===== src/rtl/vga_layer_mixer.sv =====
`default_nettype none
// +-----------------------------------------------------------------------------+
// | vga_layer_mixer : two-stage priority compositor of overlay layers with      |
// |                   blink/XOR modes and matching sync delay.  Rev 1.0         |
// +-----------------------------------------------------------------------------+
module vga_layer_mixer #(
    parameter int NUM_LAYERS   = 10,
    parameter int COLOR_W      = 3,
    parameter int BLINK_FRAMES = 30
) (
    input  logic                          clk,
    input  logic                          reset,
    input  logic                          pixel_tick,
    input  logic                          frame_start,
    input  logic                          video_on,
    input  logic                          hsync_in,
    input  logic                          vsync_in,
    input  logic [NUM_LAYERS-1:0]         layer_on,
    input  logic [NUM_LAYERS*COLOR_W-1:0] layer_rgb,
    input  logic [2*NUM_LAYERS-1:0]       layer_mode,
    input  logic [COLOR_W-1:0]            bg_rgb,
    output logic [COLOR_W-1:0]            rgb,
    output logic                          hsync,
    output logic                          vsync,
    output logic                          blink_phase
);

    localparam int               c_cnt_w      = (BLINK_FRAMES > 1) ? $clog2(BLINK_FRAMES) : 1;
    localparam logic [c_cnt_w-1:0] c_cnt_last = c_cnt_w'(BLINK_FRAMES - 1);
    localparam logic [1:0]       c_mode_blink = 2'b01;
    localparam logic [1:0]       c_mode_xor   = 2'b10;
    localparam logic [1:0]       c_mode_off   = 2'b11;

    logic [c_cnt_w-1:0]          r_frame_cnt;
    logic                        r_blink_phase;

    logic                        r_video;
    logic                        r_hsync;
    logic                        r_vsync;
    logic [NUM_LAYERS-1:0]       r_on;
    logic [NUM_LAYERS*COLOR_W-1:0] r_rgb;
    logic [2*NUM_LAYERS-1:0]     r_mode;

    logic [COLOR_W-1:0]          r_out_rgb;
    logic                        r_out_hsync;
    logic                        r_out_vsync;

    logic [COLOR_W-1:0]          w_acc;
    logic [COLOR_W-1:0]          w_rgb_next;

    // Blink engine runs on every clk, independent of the pixel enable.
    always_ff @(posedge clk or negedge reset) begin
        if (!reset) begin
            r_frame_cnt   <= '0;
            r_blink_phase <= 1'b1;
        end else if (frame_start) begin
            if (r_frame_cnt == c_cnt_last) begin
                r_frame_cnt   <= '0;
                r_blink_phase <= ~r_blink_phase;
            end else begin
                r_frame_cnt   <= r_frame_cnt + 1'b1;
            end
        end
    end

    always_ff @(posedge clk or negedge reset) begin
        if (!reset) begin
            r_video <= 1'b0;
            r_hsync <= 1'b1;
            r_vsync <= 1'b1;
            r_on    <= '0;
            r_rgb   <= '0;
            r_mode  <= '0;
        end else if (pixel_tick) begin
            r_video <= video_on;
            r_hsync <= hsync_in;
            r_vsync <= vsync_in;
            r_on    <= layer_on;
            r_rgb   <= layer_rgb;
            r_mode  <= layer_mode;
        end
    end

    // Bottom-up walk: later (higher) layers overwrite or XOR into the result.
    always_comb begin
        w_acc = bg_rgb;
        for (int i = 0; i < NUM_LAYERS; i++) begin
            if (r_on[i] && (r_mode[2*i +: 2] != c_mode_off) &&
                ((r_mode[2*i +: 2] != c_mode_blink) || r_blink_phase)) begin
                if (r_mode[2*i +: 2] == c_mode_xor)
                    w_acc = w_acc ^ r_rgb[i*COLOR_W +: COLOR_W];
                else
                    w_acc = r_rgb[i*COLOR_W +: COLOR_W];
            end
        end
        w_rgb_next = r_video ? w_acc : '0;
    end

    always_ff @(posedge clk or negedge reset) begin
        if (!reset) begin
            r_out_rgb   <= '0;
            r_out_hsync <= 1'b1;
            r_out_vsync <= 1'b1;
        end else if (pixel_tick) begin
            r_out_rgb   <= w_rgb_next;
            r_out_hsync <= r_hsync;
            r_out_vsync <= r_vsync;
        end
    end

    assign rgb         = r_out_rgb;
    assign hsync       = r_out_hsync;
    assign vsync       = r_out_vsync;
    assign blink_phase = r_blink_phase;

endmodule
`default_nettype wire


===== config.mk =====
export PLATFORM = sky130hd
export DESIGN_NAME = vga_layer_mixer
export DESIGN_NICKNAME = d
export VERILOG_FILES = /design/src/rtl/vga_layer_mixer.sv
export SDC_FILE = /design/constraint.sdc
export NUM_CORES = 1
export LEC_CHECK = 0
export CAP_MARGIN = 5
export CORE_MARGIN = 2
export CORE_UTILIZATION = 48
export DETAILED_ROUTE_END_ITERATION = 8
export PLACE_DENSITY = 0.77
export SYNTH_ARGS = -nofsm -noshare
export SYNTH_HDL_FRONTEND = slang
export SYNTH_SLANG_ARGS = --single-unit

===== constraint.sdc =====
create_clock -name clk -period 3.44 [get_ports clk]
set_input_delay 0.516 -clock clk [delete_from_list [all_inputs] [get_ports clk]]
set_output_delay 0.516 -clock clk [all_outputs]
set_load 0.05 [all_outputs]

-- Word level (Yosys, flattened, before mapping)
Cells that the tools add are included.
- bits in registers: 74
- latch bits: 0
- RAM bits: 0
- ROM bits: 0
- bits of input ports: 70
- output and inout bits: 6
- logic and storage cells: 107
- memories: 0
- $add $sub $neg: 1
- $mul: 0
- divide/modulo/power cells: 0
- order comparisons: 0
- eq/ne operators: 31
- shift-type cells: 0
- muxes and demuxes: 22
- bitwise gates (word level): 11
- reduce and logical (&&, ||, !) cells: 31
- operator list (kind ; number):
    $mux 3 ; 21
    $xor 3x3->3 ; 10
    $eq 2x2->1 const B ; 10
    $logic_and 1x1->1 ; 20
    $ne 2x1->1 const B ; 10
    $ne 2x2->1 const B ; 10
    $logic_or 1x1->1 ; 10
    $add 5x1->5 const B ; 1
    $eq 5x5->1 const B ; 1
    $mux 5 ; 1
    $reduce_and 2->1 ; 1
    $not 1->1 ; 1

-- Longest topological paths before layout
Gate-level depths: netlist of the first run.
- word-level depth: 32
- mapped depth: 14
- gate-level depth less buffers: 13

-- Worst setup path after synthesis of the first run
Ideal clock, no wire load.
- kind: register to register
- start: reg r_blink_phase, in the netlist blink_phase
- end: reg r_out_rgb[2], in the netlist rgb[2]
- setup time: 0.101 ns
- arrival time: 3.699 ns
- data required time: 3.339 ns
- slack: -0.360 ns
- cell stages (with the launch flop): 15
- buffers on the path: 1
- clock period less this slack: 3.800 ns
- cell sequence: dfstp_2 inv_2 buf_2 a221o_1 a2111oi_2 nor4b_1 o31ai_1 nand4_1 a21oi_1 mux2i_1 mux2i_2 mux2i_1 nand4_1 o21a_1 o32ai_1
- longest elaborated chain between the ends: 31
- elaborated cells on any way between the ends: 49
- those cells by class: mux (20); bitwise (9); reduce/logical (20)
- ends and longest elaborated chain (item ; line ; source):
    from (decl) ; 35 ; logic r_blink_phase;
    from (signal assigned) ; 59 ; r_blink_phase <= ~r_blink_phase;
    $logic_or 1x1->1 ; 89 ; ((r_mode[2*i +: 2] != c_mode_blink) || r_blink_phase)) begin
    $logic_and 1x1->1 ; 88 ; if (r_on[i] && (r_mode[2*i +: 2] != c_mode_off) &&
    $mux 3 ; 88 ;
    $xor 3x3->3 ; 91 ; w_acc = w_acc ^ r_rgb[i*COLOR_W +: COLOR_W];
    $mux 3 ; 90 ; if (r_mode[2*i +: 2] == c_mode_xor)
    $mux 3 ; 88 ;
    $xor 3x3->3 ; 91 ;
    $mux 3 ; 90 ;
    [... 15 more ...] ; n/a ;
    $mux 3 ; 88 ;
    $xor 3x3->3 ; 91 ;
    $mux 3 ; 90 ;
    $mux 3 ; 88 ;
    $xor 3x3->3 ; 91 ;
    $mux 3 ; 90 ;
    $mux 3 * ; 88 ;
    $mux 3 * ; 96 ; w_rgb_next = r_video ? w_acc : '0;
    to (signal assigned) ; 105 ; r_out_rgb <= w_rgb_next;
    to (decl) ; 44 ; logic [COLOR_W-1:0] r_out_rgb;
Mark *: on every way between the ends. The rest lies on a longest branch, timed or not.
A chain may end at the register's enable or synchronous reset.

-- Worst setup path in the final report of the first run
Ends and elaborated chain as after synthesis.

==> qor.csv, run 1 <==
stage,metric,value,unit
detailed_routing,via count,3812,
critical_path,Critical Path Slowest Stage Cell,dfstp_4,
cts,Post-CTS Repair Setup Buffers,0,
cts,H-tree depth,3,
cts,clock buffer depth,2,
placement,Final GP Congestion,0.911,
synth,mux cell area share after synthesis,17.2,%
cells_and_area,"commonest non-fill, non-tap cell in the layout",clkdlybuf4s50_1,
floorplanning,Initial Util,49.2,%
placement,pre-CTS WS,-0.805,ns
critical_path,Crit. End Element,flop,
cts,worst skew pair latency,0.35,ns
synth,fraction of synthesized cell area in xor and xnor cells,0.205,%
synth,compound-gate portion of the synthesized area,14.6,%
cts,TritonCTS Sinks,74,
sta,worst setup margin,-0.353,ns
synth,Post-synth EDFFs,0,
sta,Final Hold Viols,0,
detailed_routing,final antenna-violating net count,0,
synth,yosys warns,0,
sta,Setup Skew,0.00786,ns
synth,sequential fraction of the synthesis area,43.5,%
floorplanning,Die X,98.4,microns
synth,Syn Nets,509,
placement,Inst Count DP,633,
synth,count of cell types in the netlist,64,
synth,synthesized area,0.00427,sq mm
critical_path,CP Class,flop to flop,
synth,main combinational cell family by area after synthesis,simple AND/OR/NAND/NOR gates,
cells_and_area,Area growth syn-to-layout,31.9,%
sta,Tcrit/Tclk final,110,%
cells_and_area,"commonest cells after routing, fill and taps aside","clkdlybuf4s50_1 (70), dfrtp_1 (69), mux2_2 (56), nand2_1 (56), o21ai_0 (32)",
synth,async set-reset flop share out of synthesis,100,%
critical_path,Most common cell on crit path,mux2i_2,
synth,Post-Synth Adder-Cell Area,0.586,%
power_and_ir_drop,Tot Pwr,2.64,mW
global_routing,global-route wire length before repair,17800,microns
synth,post-synthesis cell count,437,
sta,Slew HR,43.1,%
sta,pins over their slew limit,0,
flow_run,maxcap violations,0,
sta,Final min period,3.79,ns
synth,Post-Synth Simple-Gate Area,21.2,%
floorplanning,Ports,76,
synth,top_reg_cell synth,dfrtp_1,
cells_and_area,# diodes,0,
status,violated checks,setup timing,
power_and_ir_drop,leakage,2.32,nW
detailed_routing,residual DRC count,0,
cells_and_area,share of cells above drive strength 1,25.1,%
global_routing,grt ovf,0,
sta,RSZ-0062 raised after global routing,yes,
detailed_routing,Vias/cell,5.87,
sta,final setup violation count,3,
critical_path,r2r setup slk,-0.35,ns
worst_hold_path,Hold Path Class,input pin to asynchronous set/reset pin,
cts,# hold bufs at CTS,0,
power_and_ir_drop,Cell Pwr Density,468,mW/mm^2
sta,Peak Freq,264,MHz
cells_and_area,Final nets,608,
synth,mean cell area of the mapped netlist,9.78,sq um
critical_path,crit path from,blink_phase,
floorplanning,core area,0.00868,sq mm
floorplanning,Die Footprint,0.00967,sq mm
status,status,"finished, violations left",
cells_and_area,Post-Layout Cell Count,649,
detailed_routing,First-pass DRT Iterations,5,
sta,Worst Tran Pin Value,0.853,ns
critical_path,Critical R2R Launch,blink_phase,
global_routing,gr usage total,22.4,%
cts,clk root buf,clkbuf_8,
detailed_routing,overall routed net length,10600,microns
placement,PortBufs,75,
critical_path,biggest cell delay along the critical path,0.64,ns
floorplanning,Die Span Y,98.4,microns
placement,hpwl dp,7570,microns
global_routing,largest net degree at the start of global routing,45,
critical_path,Critical Path AT,4.05,ns
global_routing,vias in the first global route,3786,
floorplanning,Core Rows,34,
cts,CTS tree,yes,
synth,flop and latch count out of synthesis,74,
critical_path,nature of the critical path startpoint,flop,
critical_path,CP max FO,4,
cts,"Clk pin slew, worst setup/hold paths",0.08,ns
detailed_routing,DR WL/cell,16.3,microns
global_routing,initial antenna violation count,0,
critical_path,"critical path, cell by cell",inv_4 -> a221o_1 -> a2111oi_4 -> nor4b_2 -> o31ai_2 -> nand4_1 -> a21oi_2 -> mux2i_2 -> mux2i_2 -> buf_6 -> mux2i_2 -> nand4_1 -> o21a_1 -> o32ai_2,
cts,CTS Buf Count,9,
detailed_routing,Starting DRT DRC Count,175,
power_and_ir_drop,VDD IR max,0.285,mV
critical_path,CP Data Required Time,3.69,ns
-- registers in the layout, summed over array words and instances (netlist names) --
signal	count
blink_phase	1
r_mode	20
hsync	1
rgb	3
r_rgb	30
r_on	10
r_vsync	1
r_video	1
r_hsync	1
r_frame_cnt	5
vsync	1
-- routing by layer --
metal	vias to the layer above	part of all wire, %	global-route usage [%]
li1	1819	-	-
met1	1862	45	30.3
met2	115	48	36.9
met3	16	5.8	5.08
met4	0	1.1	5.37
met5	-	0	0
-- what timing repair did --
action	CTS	global route
endpoints found under the setup margin	3	3
pin swaps	13	15
gates resized for setup	13	18
endpoints found under the hold margin	0	0
-- layout make-up --
type | instances | area, sq um
clock inverter | 3 | 40.0
tap | 108 | 135
clock buffer | 13 | 139
inverter | 13 | 51.3
multi-input combinational | 334 | 2420
timing repair buffer | 104 | 995
fill | 710 | 3040
sequential | 74 | 1860
-- power breakdown --
| part | switching, mW | internal (mW) |
|---|---|---|
| registers | 0.108 | 0.991 |
| logic | 0.452 | 0.431 |
| clock network | 0.323 | 0.335 |
| total | 0.883 | 1.76 |
-- logic make-up (layout without fill, tap and decap cells) --
family | after synthesis | in the layout
AOI/OAI and AO/OA | 96 | 96
xor gates and xnor gates | 1 | 1
adders and majority gates | 2 | 2
buffers and inverters | 29 | 133
DFF | 74 | 74
muxes | 66 | 66
and+or+nand+nor | 169 | 169
-- path summary, 6_finish.rpt --
| path | endpoint | cells after the start |
|---|---|---|
| max reg2reg | rgb[2] | 14 |
| min | r_mode[5] | 1 |
| min in group clk | r_frame_cnt[4] | 1 |
| min reg2reg | r_frame_cnt[4] | 1 |
| max in group asynchronous | vsync | 2 |
| max | rgb[2] | 14 |
-- critical path: cells and delay by family (launching register included) --
family | cells | cell delay, ns
buffers and inverters | 2 | 0.20
AO/OA/AOI/OAI | 6 | 1.64
multiplexers | 3 | 0.78
flip-flops | 1 | 0.64
AND/OR/NAND/NOR | 3 | 0.43
-- per-stage QoR --
step | utilization, % | setup TNS (ns) | hold WS, ns | instance area [sq um]
finish | 65.0 | -0.849 | 0.268 | 5640
global placement | 61.5 | -1.90 | 0.472 | 5340
detailed placement | 61.5 | -2.21 | 0.485 | 5340
floorplan | - | -0.473 | 0.220 | 4290
global route | 65.0 | -1.38 | 0.331 | 5640
CTS | 64.0 | -0.780 | 0.293 | 5560
-- cell usage after synthesis, types with 5 or more instances --
master	n	share of area, %
dfrtp_1	69	40
mux2_2	56	15
nand2_1	56	4.9
o21ai_0	36	4.2
nor3_1	16	1.9
and3_1	15	2.2
clkbuf_1	13	1.1
nor2_1	13	1.1
a21oi_1	12	1.4
inv_1	12	1.1
nand4_1	12	1.8
nand3_1	10	1.2
mux2i_1	8	1.9
o31ai_1	8	1.4
and2_1	7	1.0
nand2b_1	7	1.0
nor4_1	6	0.88
dfstp_2	5	3.1
o21a_1	5	0.88
No activity file was read; power rests on OpenSTA's default activity.
==> run 2, diff against run 1 <==
--- a/config.mk
+++ b/config.mk
@@ -7,9 +7,9 @@
 export LEC_CHECK = 0
 export CAP_MARGIN = 5
 export CORE_MARGIN = 2
-export CORE_UTILIZATION = 48
+export CORE_UTILIZATION = 45
 export DETAILED_ROUTE_END_ITERATION = 8
-export PLACE_DENSITY = 0.77
+export PLACE_DENSITY = 0.73
 export SYNTH_ARGS = -nofsm -noshare
 export SYNTH_HDL_FRONTEND = slang
 export SYNTH_SLANG_ARGS = --single-unit
==> run 2 against run 1 <==
Compared with the run above: critical path depth unchanged; global-route usage decreased by 1.4 points; fmax decreased by 1.1%; final area increased by 2.2%; non-clock buffer count increased by 10; clock-buffer cell count decreased by 3; the run still ends with setup timing left; sequential share of layout area decreased by 0.70 points.
==> qor.csv, run 2 (synthesis results as in run 1) <==
stage,metric,value,unit,change
status,status,"finished, violations left",,unchanged
status,violated checks,setup timing,,unchanged
cells_and_area,Final nets,618,,was 608
placement,PortBufs,75,,unchanged
placement,Final GP Congestion,0.852,,was 0.911
cells_and_area,final instance area,0.00576,sq mm,was 0.00564 sq mm
cts,clk root buf,clkbuf_8,,unchanged
global_routing,grt ovf,0,,unchanged
floorplanning,Initial Util,46.2,%,was 49.2%
sta,Final min period,3.83,ns,was 3.79 ns
power_and_ir_drop,leakage,2.35,nW,was 2.32 nW
global_routing,vias in the first global route,3832,,was 3786
critical_path,CP max FO,4,,unchanged
cells_and_area,share of cells above drive strength 1,27.2,%,was 25.1%
cts,H-tree depth,3,,unchanged
cts,clock buffer depth,2,,unchanged
cells_and_area,"commonest non-fill, non-tap cell in the layout",clkdlybuf4s50_1,,unchanged
global_routing,global-route wire length before repair,17400,microns,was 17800 microns
placement,hpwl dp,7630,microns,was 7570 microns
cells_and_area,largest registers,"r_rgb (30), r_mode (20), r_on (10)",,unchanged
sta,Setup Skew,0.0129,ns,was 0.00786 ns
floorplanning,Die X,101,microns,was 98.4 microns
floorplanning,core area,0.00924,sq mm,was 0.00868 sq mm
cells_and_area,"commonest cells after routing, fill and taps aside","clkdlybuf4s50_1 (71), dfrtp_1 (68), mux2_2 (56), nand2_1 (56), buf_4 (36)",,"was clkdlybuf4s50_1 (70), dfrtp_1 (69), mux2_2 (56), nand2_1 (56), o21ai_0 (32)"
cts,CTS tree,yes,,unchanged
detailed_routing,via count,3784,,was 3812
worst_hold_path,Hold Path Class,input pin to asynchronous set/reset pin,,unchanged
global_routing,initial antenna violation count,0,,unchanged
sta,final setup violation count,3,,unchanged
flow_run,maxcap violations,0,,unchanged
cells_and_area,Largest register FFs,30,,unchanged
sta,Worst Tran Pin Value,0.868,ns,was 0.853 ns
sta,Final Hold Viols,0,,unchanged
power_and_ir_drop,Tot Pwr,2.70,mW,was 2.64 mW
floorplanning,Die Footprint,0.0103,sq mm,was 0.00967 sq mm
detailed_routing,Starting DRT DRC Count,205,,was 175
critical_path,R2R depth,14,,unchanged
sta,Slew HR,42.1,%,was 43.1%
floorplanning,Core Rows,35,,was 34
cells_and_area,Top reg by flops,r_rgb,,unchanged
critical_path,Critical Path AT,4.10,ns,was 4.05 ns
floorplanning,Ports,76,,unchanged
floorplanning,Die Span Y,101,microns,was 98.4 microns
critical_path,r2r setup slk,-0.39,ns,was -0.35 ns
critical_path,CP Data Required Time,3.71,ns,was 3.69 ns
placement,placed cell areas,0.00539,sq mm,was 0.00534 sq mm
critical_path,CP Class,flop to flop,,unchanged
detailed_routing,DR WL/cell,15.3,microns,was 16.3 microns
cts,worst skew pair latency,0.36,ns,was 0.35 ns
detailed_routing,final antenna-violating net count,0,,unchanged
global_routing,gr usage total,21.1,%,was 22.4%
detailed_routing,residual DRC count,0,,unchanged
sta,worst setup margin,-0.393,ns,was -0.353 ns
detailed_routing,Vias/cell,5.56,,was 5.87
global_routing,largest net degree at the start of global routing,42,,was 45
sta,Tcrit/Tclk final,111,%,was 110%
cts,TritonCTS Sinks,74,,unchanged
cts,# hold bufs at CTS,0,,unchanged
sta,RSZ-0062 raised after global routing,yes,,unchanged
cts,"Clk pin slew, worst setup/hold paths",0.09,ns,was 0.08 ns
detailed_routing,First-pass DRT Iterations,5,,unchanged
sta,Peak Freq,261,MHz,was 264 MHz
cells_and_area,Area growth syn-to-layout,34.9,%,was 31.9%
sta,pins over their slew limit,0,,unchanged
sta,setup TNS,-0.835,ns,was -0.849 ns
critical_path,nature of the critical path startpoint,flop,,unchanged
cells_and_area,# diodes,0,,unchanged
detailed_routing,overall routed net length,10400,microns,was 10600 microns
power_and_ir_drop,VDD IR max,0.270,mV,was 0.285 mV
power_and_ir_drop,Cell Pwr Density,468,mW/mm^2,about the same
critical_path,Crit. End Element,flop,,unchanged
cts,CTS Buf Count,9,,unchanged
run 2: timing repair:
| action | 4_1_cts | 5_1_grt |
|---|---|---|
| gates cloned | 0 | 0 |
| setup buffers | 2 | 3 |
| endpoints found under the setup margin | 3 | 3 |
| resized for setup | 12 | 26 |
| pin swaps | 14 | 24 |
run 2: routing by layer:
layer | track usage, % | part of all wire, % | vias to the layer above
li1 | - | - | 1856
met1 | 27.1 | 46 | 1800
met2 | 35.6 | 48 | 110
met3 | 4.49 | 5.0 | 18
met4 | 6.86 | 1.7 | 0
met5 | 0 | 0 | -
run 2: worst max-delay path, cell delays in order, from the launching register on:
cell and delay, ns:
dfstp_4 0.64, inv_4 0.04, a221o_1 0.35, a2111oi_4 0.42
nor4b_2 0.10, o31ai_2 0.27, nand4_1 0.16, a21oi_2 0.25
mux2i_2 0.27, mux2i_2 0.23, buf_4 0.17, mux2i_1 0.19
nand4_1 0.18, o21a_1 0.23, o32ai_2 0.23
run 2: stage by stage:
stage                     cells  hold slack (ns)  util, %  setup WS [ns]
after detailed placement    659            0.488     58.3         -0.751
final                       680            0.219     62.4         -0.393
after floorplan             437            0.220        -         -0.259
after global placement      659            0.470     58.3         -0.673
after global routing        680            0.266     62.4         -0.616
after CTS                   677            0.230     61.0         -0.275
run 2: worst paths after layout:
kind                                 from        endpoint
setup / recovery              blink_phase          rgb[2]
hold / removal                      reset          rgb[1]
setup reg to reg              blink_phase          rgb[2]
hold reg to reg            r_frame_cnt[4]  r_frame_cnt[4]
max in group asynchronous           reset     blink_phase
min in group clk           r_frame_cnt[4]  r_frame_cnt[4]
run 2: area by class of cell:
cell class	instances	area, sq um
Multi-Input combinational cell	334	2440
Clock inverter	6	67.6
Sequential cell	74	1860
Timing Repair Buffer	114	1050
Tap cell	129	161
Clock buffer	10	128
Fill cell	745	3480
Inverter	13	51.3
run 2: where the power goes:
part | internal (mW) | switching (mW)
registers | 0.992 | 0.109
logic | 0.459 | 0.461
clock network | 0.336 | 0.338
==> run 3, diff against run 2 <==
--- a/config.mk
+++ b/config.mk
@@ -8,6 +8,7 @@
 export CAP_MARGIN = 5
 export CORE_MARGIN = 2
 export CORE_UTILIZATION = 45
+export CTS_BUF_LIST = sky130_fd_sc_hd__clkbuf_8
 export DETAILED_ROUTE_END_ITERATION = 8
 export PLACE_DENSITY = 0.73
 export SYNTH_ARGS = -nofsm -noshare
==> run 3 against run 2 <==
Compared with the run above: the flow still finishes with violations (setup timing); power decreased by 0.13%; final area unchanged; clock power decreased by 0.6%; clock skew about the same; largest cell class unchanged; largest power group unchanged; highest routed layer unchanged.
==> qor.csv, run 3 (synthesis results as in run 1) <==
stage,metric,value,unit,change
cells_and_area,FF/Latch Area,0.00186,sq mm,unchanged
critical_path,"critical path, cell by cell",inv_4 -> a221o_1 -> a2111oi_4 -> nor4b_2 -> o31ai_2 -> nand4_1 -> a21oi_2 -> mux2i_2 -> mux2i_2 -> buf_4 -> mux2i_1 -> nand4_1 -> o21a_1 -> o32ai_2,,unchanged
critical_path,Critical Path AT,4.10,ns,about the same
status,violated checks,setup timing,,unchanged
sta,Final min period,3.83,ns,about the same
cells_and_area,"commonest non-fill, non-tap cell in the layout",clkdlybuf4s50_1,,unchanged
detailed_routing,overall routed net length,10400,microns,about the same
cells_and_area,Largest register FFs,30,,unchanged
cells_and_area,share of cells above drive strength 1,27.2,%,unchanged
critical_path,Critical Path Slowest Stage Cell,dfstp_4,,unchanged
cells_and_area,final instance area,0.00576,sq mm,unchanged
sta,Tcrit/Tclk final,111,%,about the same
sta,final hold slack,0.220,ns,was 0.219 ns
placement,pre-CTS WS,-0.751,ns,unchanged
placement,hpwl dp,7630,microns,unchanged
global_routing,gr usage total,21.1,%,unchanged
cells_and_area,"commonest cells after routing, fill and taps aside","clkdlybuf4s50_1 (71), dfrtp_1 (68), mux2_2 (56), nand2_1 (56), buf_4 (36)",,unchanged
power_and_ir_drop,Cell Pwr Density,467,mW/mm^2,was 468 mW/mm^2
sta,Final Hold Viols,0,,unchanged
cts,clk root buf,clkbuf_8,,unchanged
critical_path,biggest cell delay along the critical path,0.64,ns,about the same
sta,Peak Freq,261,MHz,about the same
floorplanning,Die Span Y,101,microns,unchanged
sta,Setup Skew,0.0128,ns,was 0.0129 ns
cts,CTS Buf Count,9,,unchanged
sta,Worst Tran Pin Value,0.868,ns,about the same
sta,final setup violation count,3,,unchanged
floorplanning,Initial Util,46.2,%,unchanged
critical_path,CP max FO,4,,unchanged
power_and_ir_drop,Reg power frac,40.9,%,was 40.8%
power_and_ir_drop,Sw Share,33.7,%,about the same
detailed_routing,First-pass DRT Iterations,6,,was 5
cells_and_area,Top reg by flops,r_rgb,,unchanged
cts,CTS tree,yes,,unchanged
placement,PortBufs,75,,unchanged
flow_run,maxcap violations,0,,unchanged
power_and_ir_drop,Clk pwr share,24.9,%,was 25.0%
sta,pins over their slew limit,0,,unchanged
power_and_ir_drop,VDD IR max,0.270,mV,about the same
sta,RSZ-0062 raised after global routing,yes,,unchanged
floorplanning,Ports,76,,unchanged
power_and_ir_drop,Psw,908,uW,about the same
critical_path,CP top delay family,compound AO/OA/AOI/OAI gates,,unchanged
critical_path,nature of the critical path startpoint,flop,,unchanged
detailed_routing,final antenna-violating net count,0,,unchanged
cells_and_area,Area growth syn-to-layout,34.9,%,unchanged
global_routing,grt ovf,0,,unchanged
power_and_ir_drop,Int Pwr,1.78,mW,was 1.79 mW
power_and_ir_drop,leakage,2.35,nW,about the same
critical_path,CP Data Required Time,3.71,ns,about the same
critical_path,CP Class,flop to flop,,unchanged
worst_hold_path,Hold Path Class,input pin to asynchronous set/reset pin,,unchanged
cts,clock buffer depth,2,,unchanged
cts,TritonCTS Sinks,74,,unchanged
sta,worst setup margin,-0.394,ns,was -0.393 ns
detailed_routing,DR WL/cell,15.3,microns,about the same
cts,"Clk pin slew, worst setup/hold paths",0.09,ns,about the same
global_routing,largest net degree at the start of global routing,42,,unchanged
cells_and_area,Multi-input gate area,0.00244,sq mm,unchanged
global_routing,vias in the first global route,3832,,unchanged
floorplanning,core area,0.00924,sq mm,unchanged
cells_and_area,Final nets,618,,unchanged
cells_and_area,# diodes,0,,unchanged
cts,H-tree depth,3,,unchanged
cts,worst skew pair latency,0.36,ns,about the same
global_routing,initial antenna violation count,0,,unchanged
placement,placed cell areas,0.00539,sq mm,unchanged
critical_path,Crit. End Element,flop,,unchanged
floorplanning,Die X,101,microns,unchanged
placement,Final GP Congestion,0.852,,unchanged
detailed_routing,via count,3778,,was 3784
detailed_routing,residual DRC count,0,,unchanged
global_routing,global-route wire length before repair,17400,microns,unchanged
floorplanning,Die Footprint,0.0103,sq mm,unchanged
power_and_ir_drop,Logic pwr share,34.2,%,was 34.1%
detailed_routing,Starting DRT DRC Count,205,,unchanged
critical_path,"Buf+Inv Stages, Crit Path",2,,unchanged
status,status,"finished, violations left",,unchanged
cells_and_area,largest registers,"r_rgb (30), r_mode (20), r_on (10)",,unchanged
cells_and_area,FILL cells,745,,unchanged
detailed_routing,Vias/cell,5.56,,about the same
floorplanning,Core Rows,35,,unchanged
sta,Slew HR,42.1,%,about the same
[run 3: cell count changes in the layout (fill, tap and decap cells not counted)]
cell      previous run  this run
inv_1               12        13
clkbuf_1             1         0
[run 3: worst register-to-register path, stage by stage (launching register included)]
cell	delay [ns]
dfstp_4	0.64
inv_4	0.04
a221o_1	0.35
a2111oi_4	0.42
nor4b_2	0.10
o31ai_2	0.27
nand4_1	0.16
a21oi_2	0.25
mux2i_2	0.27
mux2i_2	0.23
buf_4	0.17
mux2i_1	0.19
nand4_1	0.18
o21a_1	0.23
o32ai_2	0.23
[run 3: layout make-up]
type / instances / area share, %
timing repair buffer: 114 / 18.3
clock buffer: 9 / 2.15
clock inverter: 7 / 1.24
tap: 129 / 2.80
sequential: 74 / 32.3
multi-input combinational: 334 / 42.3
inverter: 13 / 0.890
[run 3: worst paths after layout]
check | end | cells past startpoint | slack, ns | from
max | rgb[2] | 14 | -0.39 | blink_phase
min | rgb[1] | 1 | 0.22 | reset
max reg2reg | rgb[2] | 14 | -0.39 | blink_phase
min reg2reg | r_frame_cnt[4] | 1 | 0.50 | r_frame_cnt[4]
max in group asynchronous | blink_phase | 2 | 2.41 | reset
min in group clk | r_frame_cnt[4] | 1 | 0.50 | r_frame_cnt[4]
[run 3: power groups by stage]
stage          clock network (mW)  logic (mW)  registers, mW
6_report                    0.671       0.920           1.10
3_3_place_gp                    0       0.800           1.11
2_1_floorplan                   0       0.471           1.14
5_1_grt                     0.730        1.00           1.12
4_1_cts                     0.690       0.858           1.10
3_5_place_dp                    0       0.824           1.11
[run 3: timing repair]
item,in CTS,in global routing
endpoints found under the setup margin,3,3
hold buffers,0,0
setup buffers,2,3
pin swaps,14,24
gates resized for setup,12,26
cloned,0,0
[run 3: through the flow]
step           std cells  total power, mW  TNS (ns)  utilization (%)
2_1_floorplan        437             1.61    -0.473                -
3_3_place_gp         659             1.91     -1.82             58.3
3_5_place_dp         659             1.94     -2.18             58.3
4_1_cts              677             2.65    -0.616             61.0
5_1_grt              680             2.85     -1.36             62.4
6_report             680             2.69    -0.835             62.4
[run 3: per-layer routing]
metal | global-route usage [%] | vias to the layer above | share of wire [%]
met5 | 0 | - | 0
met4 | 6.86 | 0 | 1.6
met3 | 4.49 | 16 | 4.7
met2 | 35.6 | 104 | 48
met1 | 27.1 | 1804 | 46
li1 | - | 1854 | -
